--- src/rtl/mdu_iter.sv ---
// Iterative RV64M multiply/divide: one radix-2 step per cycle, result N=XLEN (or WLEN) cycles after accept.
// in_ready only in IDLE; result held in DONE until out_ready; flush aborts from any state.
module mdu_iter #(
  parameter int XLEN = 64,
  parameter int WLEN = 32
) (
  input  logic            clk,
  input  logic            rst_n,
  input  logic            in_valid,
  output logic            in_ready,
  input  logic [7:0]      mdu_op,
  input  logic            mdu_32,
  input  logic [XLEN-1:0] mdu_src1,
  input  logic [XLEN-1:0] mdu_src2,
  input  logic            flush,
  output logic            out_valid,
  input  logic            out_ready,
  output logic [XLEN-1:0] mdu_result
);
  localparam int CW = $clog2(XLEN + 1);

  typedef enum logic [1:0] {IDLE, BUSY, DONE} state_t;
  state_t state, state_nxt;

  logic [CW-1:0]     cnt;
  logic [7:0]        op;
  logic              w_mode, neg_a, neg_b, div_zero;
  logic [2*XLEN-1:0] opa, acc, opa_nxt, acc_nxt;
  logic [XLEN-1:0]   opb, opb_nxt;

  logic              a_signed, b_signed, a_neg, b_neg, in_mul;
  logic [XLEN-1:0]   a_ext, b_ext, a_mag, b_mag;
  logic [XLEN:0]     trial, diff;
  logic [2*XLEN-1:0] prod;
  logic [XLEN-1:0]   quot, rem, fin;

  function automatic logic [XLEN-1:0] sext_w(input logic [XLEN-1:0] x);
    return {{(XLEN-WLEN){x[WLEN-1]}}, x[WLEN-1:0]};
  endfunction

  // Operands are reduced to magnitudes so both iterations run unsigned; signs are reapplied at the end.
  always_comb begin
    a_signed = mdu_op[7] | mdu_op[6] | mdu_op[5] | mdu_op[3] | mdu_op[1];
    b_signed = mdu_op[7] | mdu_op[6] | mdu_op[3] | mdu_op[1];
    in_mul   = |mdu_op[7:4];
    a_ext    = mdu_src1;
    b_ext    = mdu_src2;
    if (mdu_32) begin
      a_ext = {{(XLEN-WLEN){a_signed & mdu_src1[WLEN-1]}}, mdu_src1[WLEN-1:0]};
      b_ext = {{(XLEN-WLEN){b_signed & mdu_src2[WLEN-1]}}, mdu_src2[WLEN-1:0]};
    end
    a_neg = a_signed & a_ext[XLEN-1];
    b_neg = b_signed & b_ext[XLEN-1];
    a_mag = a_neg ? -a_ext : a_ext;
    b_mag = b_neg ? -b_ext : b_ext;
  end

  // Divide keeps the dividend MSB-aligned in opb so word mode shifts out the right bits first.
  always_comb begin
    acc_nxt = acc;
    opa_nxt = opa;
    opb_nxt = opb;
    trial   = {acc[XLEN-1:0], opb[XLEN-1]};
    diff    = trial - {1'b0, opa[XLEN-1:0]};
    if (|op[7:4]) begin
      if (opb[0]) acc_nxt = acc + opa;
      opa_nxt = opa << 1;
      opb_nxt = opb >> 1;
    end else begin
      acc_nxt = {{XLEN{1'b0}}, diff[XLEN] ? trial[XLEN-1:0] : diff[XLEN-1:0]};
      opb_nxt = {opb[XLEN-2:0], ~diff[XLEN]};
    end
  end

  always_comb begin
    prod = (neg_a ^ neg_b) ? -acc_nxt : acc_nxt;
    quot = div_zero ? '1 : ((neg_a ^ neg_b) ? -opb_nxt : opb_nxt);
    rem  = neg_a ? -acc_nxt[XLEN-1:0] : acc_nxt[XLEN-1:0];
    fin  = '0;
    if (op[7])           fin = prod[XLEN-1:0];
    else if (|op[6:4])   fin = w_mode ? '0 : prod[2*XLEN-1:XLEN];
    else if (|op[3:2])   fin = quot;
    else if (|op[1:0])   fin = rem;
    if (w_mode) fin = sext_w(fin);
  end

  always_ff @(posedge clk) begin
    if (!rst_n) state <= IDLE;
    else        state <= state_nxt;
  end

  always_comb begin
    state_nxt = state;
    in_ready  = 1'b0;
    out_valid = 1'b0;
    unique case (state)
      IDLE: begin
        in_ready = 1'b1;
        if (in_valid) state_nxt = BUSY;
      end
      BUSY: if (cnt == CW'(1)) state_nxt = DONE;
      DONE: begin
        out_valid = 1'b1;
        if (out_ready) state_nxt = IDLE;
      end
      default: state_nxt = IDLE;
    endcase
    if (flush) state_nxt = IDLE;
  end

  always_ff @(posedge clk) begin
    if (!rst_n) begin
      cnt        <= '0;
      mdu_result <= '0;
      op         <= '0;
      w_mode     <= 1'b0;
      neg_a      <= 1'b0;
      neg_b      <= 1'b0;
      div_zero   <= 1'b0;
      opa        <= '0;
      opb        <= '0;
      acc        <= '0;
    end else if (flush) begin
      cnt <= '0;
    end else if (state == IDLE && in_valid) begin
      cnt      <= mdu_32 ? CW'(WLEN) : CW'(XLEN);
      op       <= $onehot(mdu_op) ? mdu_op : 8'h00;
      w_mode   <= mdu_32;
      neg_a    <= a_neg;
      neg_b    <= b_neg;
      div_zero <= (b_ext == '0);
      acc      <= '0;
      opa      <= {{XLEN{1'b0}}, in_mul ? a_mag : b_mag};
      opb      <= in_mul ? b_mag : (mdu_32 ? (a_mag << (XLEN-WLEN)) : a_mag);
    end else if (state == BUSY) begin
      acc <= acc_nxt;
      opa <= opa_nxt;
      opb <= opb_nxt;
      cnt <= cnt - CW'(1);
      if (cnt == CW'(1)) mdu_result <= fin;
    end
  end
endmodule

--- config.mk ---
export PLATFORM = sky130hd
export DESIGN_NAME = mdu_iter
export DESIGN_NICKNAME = d
export VERILOG_FILES = /design/src/rtl/mdu_iter.sv
export SDC_FILE = /design/constraint.sdc
export NUM_CORES = 2
export LEC_CHECK = 0
export CORE_MARGIN = 5
export CORE_UTILIZATION = 40
export CTS_CLUSTER_DIAMETER = 50
export DETAILED_ROUTE_END_ITERATION = 10
export SLEW_MARGIN = 20
export SYNTH_ARGS = -nofsm -noshare
export SYNTH_HDL_FRONTEND = slang
export SYNTH_SLANG_ARGS = --single-unit
export TNS_END_PERCENT = 30
--- constraint.sdc ---
create_clock -name clk -period 7 [get_ports clk]
set_input_delay 1.05 -clock clk [delete_from_list [all_inputs] [get_ports clk]]
set_output_delay 1.05 -clock clk [all_outputs]
set_load 0.02 [all_outputs]
==> metrics.log <==
[metrics] H-Tree Depth: 3
[metrics] synthesized-area fraction occupied by xor and xnor cells: 6.62%
[metrics] average via count per standard cell: 6.87
[metrics] Total GRT Usage: 43.0%
[metrics] Std-Cell Core Area: 0.120 sq mm
[metrics] Req. time, crit path: 7610 ps
[metrics] area occupied by multi-input gates: 0.0376 sq mm
[metrics] buffer levels on the longest clock path: 3
[metrics] multiplexer area fraction after synthesis: 2.70%
[metrics] worst slack, placed: -265 ps
[metrics] hold buffer count at CTS: 0
[metrics] Min Clock Period, post-route: 7040 ps
[metrics] fillcell total: 12500
[metrics] DR pass1 iterations: 9
[metrics] syn avg cell area: 6.65 sq um
[metrics] worst endpoint data arrival time: 7640 ps
[metrics] pin count of the biggest net entering global routing: 155
[metrics] Clock Pin Slew Worst Setup and Hold Paths: 60 ps
[metrics] Clock Sinks: 405
[metrics] P&R area growth vs syn: 16.7%
[metrics] synthesized cell area: 0.0483 sq mm
[metrics] Port Buf Inserts: 207
[metrics] fraction of final layout cells sized beyond drive strength 1: 9.96%
[metrics] initial antenna violation count: 14
[metrics] sequential standard cell area: 0.00812 sq mm
[metrics] total overflow reported by the global router: 0
[metrics] endpoints failing setup: 1
[metrics] cells after synthesis: 7261
[metrics] clock tree from TritonCTS: done
[metrics] power density of the placed cells: 240 mW/mm^2
[metrics] HPWL after detailed placement: 228 mm
[metrics] leak pwr: 20.8 nW
[metrics] starting density of the core: 40.2%
[metrics] async set-reset flop share out of synthesis: 0%
[metrics] final routed DRC violation total: 0
[metrics] Final GP Congestion: 1.15
[metrics] clock latency on the worst-skew pair: 710 ps
[metrics] first-pass GRT wire length: 406 mm
[metrics] DR iter-0 viols: 9714
[metrics] final hold vios: 0
[metrics] nature of the critical path startpoint: register
[metrics] DIE WIDTH: 357 microns
[metrics] failing checks: negative setup slack
[metrics] share of synthesized area occupied by flip-flops and latches: 16.8%
[metrics] Adder-Cell Fraction of Synth Area: 5.43%
[metrics] fin. max-slew vios: 0
[metrics] Routed Wire Length: 289 mm
[metrics] maximum frequency from static timing analysis: 142 MHz
[metrics] I/O pins: 208
[metrics] simple-gate share of the synthesized area: 27.5%
[metrics] height of the chip: 357 microns
[metrics] post-synthesis compound-gate area fraction: 35.2%
[metrics] post-synth cell types: 116
[metrics] top library cells by usage in the layout, fill and taps aside: sky130_fd_sc_hd__nand2_1, sky130_fd_sc_hd__a21oi_1, sky130_fd_sc_hd__nor2_1
[metrics] count of maximum capacitance violations: 0
[metrics] number of storage elements in the synthesis netlist: 405
[metrics] die area: 0.128 sq mm
[metrics] share of the clock period used by the worst path after layout: 101%
[metrics] num rows: 127
[metrics] Synth Net Count: 7609
[metrics] Worst Slack Setup Final: -37.1 ps
[metrics] critical-path maximum fanout: 9
[metrics] Vias: 62500
[metrics] type of the worst setup path: register to register
[metrics] remaining max-slew budget at the tightest pin: 8.57%
[metrics] Ys Warns: 0
[metrics] worst IR drop on VDD: 0.256 mV
[metrics] status: complete, but fails checks
[metrics] post-route cell area: 0.0564 sq mm
[metrics] final core utilization: 47.0%
[metrics] count of flip-flops with a built-in enable after synthesis: 0
[metrics] main combinational cell family by area after synthesis: compound AO/OA/AOI/OAI gates
[metrics] unrepaired setup endpoints after global routing: false
[metrics] most used flip-flop cell after synthesis: sky130_fd_sc_hd__dfxtp_1
[metrics] Root Buffer Master: sky130_fd_sc_hd__clkbuf_16
[metrics] category of the worst setup path capture point: register
[metrics] class of the tightest hold or removal check: register to register
[metrics] vias in the first global route: 56100
[metrics] area of placed instances: 0.0537 sq mm
[metrics] average wire per standard cell: 31.7 microns
[metrics] commonest non-fill, non-tap cell in the layout: sky130_fd_sc_hd__nand2_1
[metrics] layout net count: 7781
[metrics] transition time at the pin with the least slew margin: 1360 ps
[metrics] worst clock skew: 39.9 ps
[metrics] number of routed nets with antenna violations: 0
[metrics] total CTS buffers: 73
## timing repair
action	in CTS	in global routing
setup buffers	0	2
setup endpoints to repair	19	43
pin swaps	0	2
resized for setup	2	10
## per-stage QoR
stage	TNS (ps)	total power, W	hold WS [ps]	cells
3_3_place_gp	-438	0.00923	458	8965
6_report	-37.1	0.0135	470	9106
2_1_floorplan	0	0.00621	444	7261
5_1_grt	0	0.0138	492	9105
4_1_cts	0	0.0131	478	9101
3_5_place_dp	-2630	0.00922	470	8966
## Yosys cell counts (111+ instances only)
| cell | instances | area [sq um] |
|---|---|---|
| sky130_fd_sc_hd__nand4_1 | 160 | 1000 |
| sky130_fd_sc_hd__o21ai_0 | 648 | 3240 |
| sky130_fd_sc_hd__xnor2_1 | 200 | 1750 |
| sky130_fd_sc_hd__nand2_1 | 885 | 3320 |
| sky130_fd_sc_hd__o211ai_1 | 129 | 968 |
| sky130_fd_sc_hd__a22oi_1 | 138 | 1040 |
| sky130_fd_sc_hd__nor2_1 | 762 | 2860 |
| sky130_fd_sc_hd__nor3_1 | 194 | 971 |
| sky130_fd_sc_hd__ha_1 | 200 | 2500 |
| sky130_fd_sc_hd__clkbuf_1 | 395 | 1480 |
| sky130_fd_sc_hd__a31oi_1 | 134 | 838 |
| sky130_fd_sc_hd__nand3_1 | 220 | 1100 |
| sky130_fd_sc_hd__xor2_1 | 165 | 1450 |
| sky130_fd_sc_hd__a21oi_1 | 781 | 3910 |
| sky130_fd_sc_hd__inv_1 | 155 | 582 |
| sky130_fd_sc_hd__dfxtp_1 | 405 | 8110 |
| sky130_fd_sc_hd__mux2i_1 | 111 | 1110 |
| sky130_fd_sc_hd__a211oi_1 | 166 | 1250 |
## routing by layer
metal / wire length (microns) / global-route usage (%)
met5: 81 / 0.0377
met4: 23600 / 28.0
met3: 40400 / 14.7
met2: 111000 / 59.4
met1: 113000 / 56.6
## cell type report
cell class | instances | share of cell area [%]
multi-input combinational | 6164 | 66.7
sequential | 405 | 14.4
timing repair buffer | 634 | 9.67
tap | 1612 | 3.58
clock buffer | 88 | 3.56
inverter | 155 | 1.05
clock inverter | 47 | 1.00
antenna | 1 | 0.00444
## worst max-delay path, cell delays in order, from the launching register on
cell	delay (ps)
sky130_fd_sc_hd__dfxtp_1	420
sky130_fd_sc_hd__ha_1	240
sky130_fd_sc_hd__inv_1	70
sky130_fd_sc_hd__fa_1	420
sky130_fd_sc_hd__nand2b_1	200
sky130_fd_sc_hd__a21oi_1	620
sky130_fd_sc_hd__buf_4	260
sky130_fd_sc_hd__o211ai_1	230
sky130_fd_sc_hd__buf_4	220
sky130_fd_sc_hd__a21oi_1	240
sky130_fd_sc_hd__nor2_1	150
sky130_fd_sc_hd__xnor2_1	210
sky130_fd_sc_hd__a2111oi_0	540
sky130_fd_sc_hd__a21oi_1	100
sky130_fd_sc_hd__a211oi_2	400
sky130_fd_sc_hd__buf_4	200
sky130_fd_sc_hd__nand4b_1	260
sky130_fd_sc_hd__or3_4	500
sky130_fd_sc_hd__buf_4	190
sky130_fd_sc_hd__nor3_1	190
sky130_fd_sc_hd__buf_4	200
sky130_fd_sc_hd__o21ai_0	90
sky130_fd_sc_hd__a21oi_1	450
sky130_fd_sc_hd__o21ai_0	250
sky130_fd_sc_hd__buf_4	190
sky130_fd_sc_hd__a21oi_1	120
## where the power goes
| group | switching [W] | internal [W] | leakage, nW |
|---|---|---|---|
| clock network | 0.00156 | 0.00229 | 1.23 |
| registers | 0.000110 | 0.00238 | 3.28 |
| logic | 0.00479 | 0.00238 | 16.2 |
| total | 0.00646 | 0.00705 | 20.8 |
## worst paths after layout
kind | startpoint | end | slack (ps) | cells after the start
setup reg to reg | acc[0] | mdu_result[9] | -40 | 25
setup / recovery | acc[0] | mdu_result[9] | -40 | 25
hold reg to reg | opa[79] | opa[80] | 470 | 2
hold / removal | opa[79] | opa[80] | 470 | 2
## cells by family (layout without fill, tap and decap cells)
family                     count (synthesis)  count (layout)
AOI/OAI and AO/OA                       2673            2673
adders and majority gates                206             206
other                                      0               1
buffers and inverters                    692             924
and+or+nand+nor                         2792            2792
muxes                                    128             128
xor gates and xnor gates                 365             365
DFF                                      405             405
## registers in the layout (all words and copies together), names as in the netlist
| name | cells |
|---|---|
| acc | 128 |
| opa | 128 |
| mdu_result | 64 |
| opb | 64 |
| op | 8 |
| cnt | 7 |
| state | 2 |
| div_zero | 1 |
| neg_a | 1 |
| neg_b | 1 |
| w_mode | 1 |
Note: power is estimated with default switching activity, not from simulation.
